### config.mk
export PLATFORM = sky130hd
export DESIGN_NAME = mem_port_arbiter
export DESIGN_NICKNAME = d
export VERILOG_FILES = /design/src/rtl/mem_port_arbiter.sv
export SDC_FILE = /design/constraint.sdc
export NUM_CORES = 1
export LEC_CHECK = 0
export CAP_MARGIN = 20
export CORE_AREA = 2 2 81 83
export CTS_CLUSTER_DIAMETER = 50
export CTS_CLUSTER_SIZE = 40
export DETAILED_ROUTE_END_ITERATION = 6
export DIE_AREA = 0 0 83 85
export GPL_ROUTABILITY_DRIVEN = 1
export MAX_ROUTING_LAYER = met4
export PLACE_DENSITY_LB_ADDON = 0.3
export SYNTH_ARGS = -nofsm -noshare
export SYNTH_HDL_FRONTEND = slang
export SYNTH_SLANG_ARGS = --single-unit
export TNS_END_PERCENT = 5
### constraint.sdc
create_clock -name clk -period 6.5 [get_ports clk]
set_clock_uncertainty 0.2 [all_clocks]
set_input_delay 1.95 -clock clk [delete_from_list [all_inputs] [get_ports clk]]
set_output_delay 1.95 -clock clk [all_outputs]
set_load 0.02 [all_outputs]
### src/rtl/mem_port_arbiter.sv
// Arbitrates the single-port data RAM between the CPU MEM stage and the DMA loader.
// CPU has priority; a starvation guard and a bounded lock (burst) mode protect the DMA.
module mem_port_arbiter #(
    parameter int AW           = 16,
    parameter int DW           = 24,
    parameter int STARVE_LIMIT = 4,
    parameter int LOCK_MAX     = 16
) (
    input  logic          clk,
    input  logic          rst,
    input  logic          cpu_req,
    input  logic          cpu_we,
    input  logic [AW-1:0] cpu_addr,
    input  logic [DW-1:0] cpu_wdata,
    output logic          cpu_gnt,
    output logic          cpu_stall,
    output logic          cpu_rvalid,
    output logic [DW-1:0] cpu_rdata,
    input  logic          dma_req,
    input  logic          dma_we,
    input  logic          dma_lock,
    input  logic [AW-1:0] dma_addr,
    input  logic [DW-1:0] dma_wdata,
    output logic          dma_gnt,
    output logic          dma_rvalid,
    output logic [DW-1:0] dma_rdata,
    output logic          mem_en,
    output logic          mem_we,
    output logic [AW-1:0] mem_addr,
    output logic [DW-1:0] mem_wdata,
    input  logic [DW-1:0] mem_rdata,
    output logic          locked
);
    localparam int WCW = $clog2(STARVE_LIMIT + 1);
    localparam int LCW = $clog2(LOCK_MAX + 1);

    typedef enum logic {ARB, LOCK} state_t;

    state_t         state_reg, state_next;
    logic [WCW-1:0] wait_cnt_reg, wait_cnt_next;
    logic [LCW-1:0] lock_cnt_reg, lock_cnt_next;
    logic           cpu_rvalid_reg, dma_rvalid_reg;

    always_ff @(posedge clk or posedge rst) begin
        if (rst) begin
            state_reg      <= ARB;
            wait_cnt_reg   <= '0;
            lock_cnt_reg   <= '0;
            cpu_rvalid_reg <= 1'b0;
            dma_rvalid_reg <= 1'b0;
        end else begin
            state_reg      <= state_next;
            wait_cnt_reg   <= wait_cnt_next;
            lock_cnt_reg   <= lock_cnt_next;
            cpu_rvalid_reg <= cpu_gnt && !cpu_we;
            dma_rvalid_reg <= dma_gnt && !dma_we;
        end
    end

    // No RAM access is issued while reset is held, even if requests are high.
    always_comb begin
        state_next    = state_reg;
        lock_cnt_next = lock_cnt_reg;
        cpu_gnt       = 1'b0;
        dma_gnt       = 1'b0;
        if (!rst) begin
            case (state_reg)
                ARB: begin
                    if (dma_req && (!cpu_req || wait_cnt_reg == WCW'(STARVE_LIMIT))) begin
                        dma_gnt = 1'b1;
                        if (dma_lock) begin
                            state_next    = LOCK;
                            lock_cnt_next = LCW'(1);
                        end
                    end else if (cpu_req) begin
                        cpu_gnt = 1'b1;
                    end
                end
                LOCK: begin
                    if (cpu_req && lock_cnt_reg == LCW'(LOCK_MAX)) begin
                        cpu_gnt       = 1'b1;
                        state_next    = ARB;
                        lock_cnt_next = '0;
                    end else if (dma_req && dma_lock) begin
                        dma_gnt = 1'b1;
                        if (lock_cnt_reg != LCW'(LOCK_MAX)) begin
                            lock_cnt_next = lock_cnt_reg + LCW'(1);
                        end
                    end else begin
                        // Lock dropped: a still-requesting DMA gets one final beat.
                        dma_gnt       = dma_req;
                        state_next    = ARB;
                        lock_cnt_next = '0;
                    end
                end
                default: state_next = ARB;
            endcase
        end
    end

    always_comb begin
        wait_cnt_next = wait_cnt_reg;
        if (!dma_req || dma_gnt) begin
            wait_cnt_next = '0;
        end else if (wait_cnt_reg != WCW'(STARVE_LIMIT)) begin
            wait_cnt_next = wait_cnt_reg + WCW'(1);
        end
    end

    always_comb begin
        mem_we    = 1'b0;
        mem_addr  = '0;
        mem_wdata = '0;
        if (cpu_gnt) begin
            mem_we    = cpu_we;
            mem_addr  = cpu_addr;
            mem_wdata = cpu_wdata;
        end else if (dma_gnt) begin
            mem_we    = dma_we;
            mem_addr  = dma_addr;
            mem_wdata = dma_wdata;
        end
    end

    assign mem_en     = cpu_gnt | dma_gnt;
    assign cpu_stall  = cpu_req && !cpu_gnt;
    assign locked     = (state_reg == LOCK);
    assign cpu_rvalid = cpu_rvalid_reg;
    assign dma_rvalid = dma_rvalid_reg;
    assign cpu_rdata  = cpu_rvalid_reg ? mem_rdata : '0;
    assign dma_rdata  = dma_rvalid_reg ? mem_rdata : '0;
endmodule

* After elaboration in Yosys (flattened, before gate mapping)
Index checks and enable logic that the tools add are counted.
W data, S select, Z words.
** Word-level totals
- Bits in registers :: 11
- Output and inout port bits :: 96
- Word-level logic and storage cells :: 63
** Cells by class
- $add $sub $neg :: 2
- Equal/unequal tests :: 7
- Muxes and demuxes :: 31
- Bitwise logic cells :: 3
- Reductions and logical operators :: 15
** Operators by type and width (count)
- $mux W24 :: 4
- $mux W16 :: 2
- $mux W5 :: 5
- $mux W1 :: 14
- $pmux W5 S2 :: 1
- $logic_and A1 B1 Y1 :: 6
- $mux W3 :: 2
- $pmux W1 S2 :: 3
- $add A5 B1 Y5 const B :: 1
- $eq A5 B5 Y1 const B :: 1
- $logic_not A1 Y1 :: 5
- $ne A5 B5 Y1 const B :: 1
- $ne A2 B2 Y1 const B :: 2
- $ne A4 B3 Y1 const B :: 1
- $reduce_and A4 Y1 :: 1
- $add A3 B1 Y3 const B :: 1
- $eq A3 B3 Y1 const B :: 1
- $ne A3 B3 Y1 const B :: 1
- $logic_or A1 B1 Y1 :: 2
- $not A1 Y1 :: 2
- $reduce_bool A2 Y1 :: 1
- $or A1 B1 Y1 :: 1

* Depth between registers and ports, before layout
Gate-level depths: netlist (run 1).
- Word-level depth :: 8
- Depth in mapped cells :: 8
- Mapped depth without buffers :: 6

* Least setup slack after synthesis (run 1)
No wires, ideal clock.
- Kind :: input -> output
- Start point :: input rst
- End point :: output mem_wdata[15]
- Arrival :: 3.065 ns
- Slack :: 1.285 ns
- Stages :: 6
- Buffers on the path :: 3
- Cell sequence :: clkbuf_1 > nor2b_1 > nor2b_1 > buf_2 > buf_6 > a22o_1
** Between the ends
- Word-level cells in the longest chain between the ends :: 3
- Elaborated cells on any way between the ends :: 4
- Classes of those cells :: mux: 4
** RTL lines
- start: declaration :: line 10 : input logic rst,
- $mux W1 :: line 66 : if (!rst) begin
- named net dma_gnt :: line 24 : output logic dma_gnt,
- $mux W24 :: line 118 : end else if (dma_gnt) begin
- $mux W24 :: line 114 : if (cpu_gnt) begin
- end: declaration :: line 30 : output logic [DW-1:0] mem_wdata,
The timed path passes the listed nets, and every way through them passes these cells.

* Worst setup path in the final report (run 1)
- Start point :: input cpu_req
- End point :: output mem_en
** Between the ends
- Word-level cells in the longest chain between the ends :: 7
- Elaborated cells on any way between the ends :: 14
- Classes of those cells :: mux: 9; bitwise: 1; reduce/logical: 4
** RTL lines
- start: declaration :: line 11 : input logic cpu_req,
- $logic_not A1 Y1 :: line 69 : if (dma_req && (!cpu_req || wait_cnt_reg == WCW'(STARVE_LIMIT))) begin
- $logic_or A1 B1 Y1 :: line 69
- $logic_and A1 B1 Y1 :: line 69
- $mux W1 :: line 69
- $pmux W1 S2 :: line 67 : case (state_reg)
- $mux W1 :: line 66
- $or A1 B1 Y1 * :: line 125 : assign mem_en = cpu_gnt | dma_gnt;
- end: declaration :: line 27 : output logic mem_en,
Every way passes the cells marked *; elsewhere a longest branch is shown, timed or not.

==> flow_summary.yaml, run 1 <==
status:
  outcome: "complete, no violations"
job:
  max_cap_violations: 0
timing:
  period_needed_ns: 6.241
  setup_viol: 0
  fmax_mhz: 160.2
  timing.setup.tns_ns: 0
  rsz0062_at_grt: "false"
  hold_ws_ns: 0.3634
  drv_slew: 0
  hold_viol: 0
  max_slew_margin: 0.5895
  layout_setup_ws_ns: 0.2588
  finalCritPeriodShare: 0.9602
  worst_slew_pin_slew_ns: 0.6158
yosys:
  syn_area_um2: 1468
  synth_top_area_frac: 0.2447
  seq_area_frac_synth: 0.1876
  syn_area_per_cell_um2: 8.292
  ys_warn_count: 0
  yosysMostFrequentCell: "and2_1"
  ys_ff_latch: 11
  ys.flop_type: "dfrtp_1"
  synth_edf_count: 0
  synth_nets: 292
  netlist.top_cell.by_area: "a22o_1"
  synth_cell_type_count: 36
  yosys-top-cells-count: "48 x and2_1, 41 x a22o_1, 11 x dfrtp_1, 8 x buf_6"
  synth_area_leaders: "a22o_1 24%, and2_1 20%, dfrtp_1 19%, buf_6 6.1%, ha_1 3.4%"
  async_flop_share: 1.000
  synth_cells: 177
placement:
  gp_congestion: 0.8960
  dp_hpwl_mm: 6.042
  dp_slack_ns: 0.3001
  dpl-instance-area_um2: 3555
  io_buffers: 206
floorplanning:
  chipWidth_um: 83
  ios: 207
  fp.dieH_um: 85
  start_util: 0.2365
  core_region_area_um2: 6205
  die_area_um2: 7055
  row_count: 29
cells_and_area:
  stdcell_area_um2: 3602
  drive_gt1_frac: 0.02667
  syn_to_final_growth_pct: 145.4
  largest_register_ffs: 5
  fin_nets: 491
worst_setup_path:
  required_ns: 4.35
  reg2reg_depth: 6
  crit_fanout: 44
  cp-start-kind: "input pin"
  cp.arrival_ns: 4.09
  critPathKind: "input pin to output port"
  end_kind: "output port"
routing:
  firstDrtPassIters: 4
  routedWlPerCell_um: 15.90
  drt_iter0_drc: 46
  drc: 0
  num_vias: 2118
  viasPerCell: 4.675
  totalWireLength_mm: 7.204
  antenna_left: 0
clocking:
  ctsHoldBuffers: 0
  cts_tree: "built"
  cts_buffers: 3
  h-tree-depth: 1
  insertion_delay_ns: 0.23
  cts_sinks: 11
  cts_resized: 0
  ctsLongestPathBuffers: 2
  path_clk_slew_ns: 0.05
  clockRootBuffer: "clkbuf_8"
  cts_setup_buffers: 0
global_routing:
  grt_max_degree: 46
  grt_first_pass_wirelength_mm: 10.66
  use_met2: 0.3299
  top_usage_layer: "met2"
  antenna_found_initial: 1
  grt_util_met3: 0.05156
  grt_overflow: 0
  grt_usage: 0.1908
  grt_pass1_vias: 1940
  use_met1: 0.2264
worst_hold_path:
  hold_path_class: "register to register"
  hold_path_depth: 1
power:
  vdd_drop_max_mv: 0.09997
  power_leakage_nw: 1.440
  power_density_nw_per_um2: 106.1
==> cells in the final DEF, fill, tap and decap left out, types with 2 or more instances in the layout <==
cell	netlist	final
a211o_1	3	3
a211oi_1	2	2
a21oi_1	2	2
a22o_1	41	41
a31oi_1	2	2
and2_1	48	48
and3_1	2	2
buf_12	0	2
clkbuf_8	0	3
clkdlybuf4s50_1	0	206
dfrtp_1	11	11
ha_1	4	4
inv_1	7	7
nand2_1	7	7
nand3_1	3	3
nor2_1	5	5
nor2b_1	4	3
nor3_1	4	4
==> where the power goes <==
part	internal [mW]	leakage [nW]	switching, mW
Clock	0.0429	0.0228	0.0242
Sequential	0.0744	0.148	0.00922
Combinational	0.136	1.27	0.0954
Total	0.254	1.44	0.129
==> cell families after synthesis <==
family / synth area share
multiplexers: 0.006820
AND/OR/NAND/NOR: 0.3257
XOR/XNOR: 0.005969
buffers and inverters: 0.1006
flip-flops: 0.1876
adder cells (fa/ha/maj): 0.03410
AO/OA/AOI/OAI: 0.3393
==> worst paths after layout <==
check                      slack [ns]               to             from
min in group asynchronous        2.09  wait_cnt_reg[0]              rst
setup / recovery                 0.26           mem_en          cpu_req
hold / removal                   0.36  lock_cnt_reg[4]  lock_cnt_reg[4]
hold reg to reg                  0.36  lock_cnt_reg[4]  lock_cnt_reg[4]
max in group asynchronous        3.70  lock_cnt_reg[4]              rst
setup reg to reg                 4.42  lock_cnt_reg[2]  wait_cnt_reg[0]
==> worst max-delay path, cell delays in order <==
cell,delay (ns)
clkdlybuf4s50_1,0.59
inv_1,0.09
a211oi_1,0.30
nor2b_2,0.10
buf_12,0.19
or2_2,0.30
clkdlybuf4s50_1,0.54
==> final cells by class <==
class	instances	area (µm²)
multi-input combinational	144	1047
tap	77	96.34
antenna	1	2.502
sequential	11	275.3
fill	562	2603
clock buffer	4	45.04
inverter	7	26.28
timing repair buffer	209	2110
==> per-stage QoR <==
| step | total power, mW | std cells | util |
|---|---|---|---|
| finish | 0.3823 | 453 | 0.5806 |
| CTS | 0.3845 | 452 | 0.5802 |
| detailed placement | 0.3157 | 448 | 0.5729 |
| global route | 0.4024 | 453 | 0.5806 |
| global placement | 0.3139 | 448 | 0.5729 |
| floorplan | 0.1826 | 177 | - |
==> per-layer routing <==
layer / up-vias / part of all wire
met3: 8 / 0.085
met1: 948 / 0.41
met4: 0 / 0.012
met2: 121 / 0.49
met5: - / 0
li1: 1041 / -
Note: power is estimated with default switching activity, not from simulation.
==> run 2, diff against run 1 <==
--- a/config.mk
+++ b/config.mk
@@ -8,7 +8,7 @@
 export CAP_MARGIN = 20
 export CORE_AREA = 2 2 81 83
 export CTS_CLUSTER_DIAMETER = 50
-export CTS_CLUSTER_SIZE = 40
+export CTS_CLUSTER_SIZE = 12
 export DETAILED_ROUTE_END_ITERATION = 6
 export DIE_AREA = 0 0 83 85
 export GPL_ROUTABILITY_DRIVEN = 1
==> results of run 2 <==
Final layout, timing and power as in run 1 (identical DEF).
==> run 3, diff against run 2 <==
--- a/config.mk
+++ b/config.mk
@@ -5,7 +5,6 @@
 export SDC_FILE = /design/constraint.sdc
 export NUM_CORES = 1
 export LEC_CHECK = 0
-export CAP_MARGIN = 20
 export CORE_AREA = 2 2 81 83
 export CTS_CLUSTER_DIAMETER = 50
 export CTS_CLUSTER_SIZE = 12
==> results of run 3 <==
Final layout, timing and power as in run 1 (identical DEF).
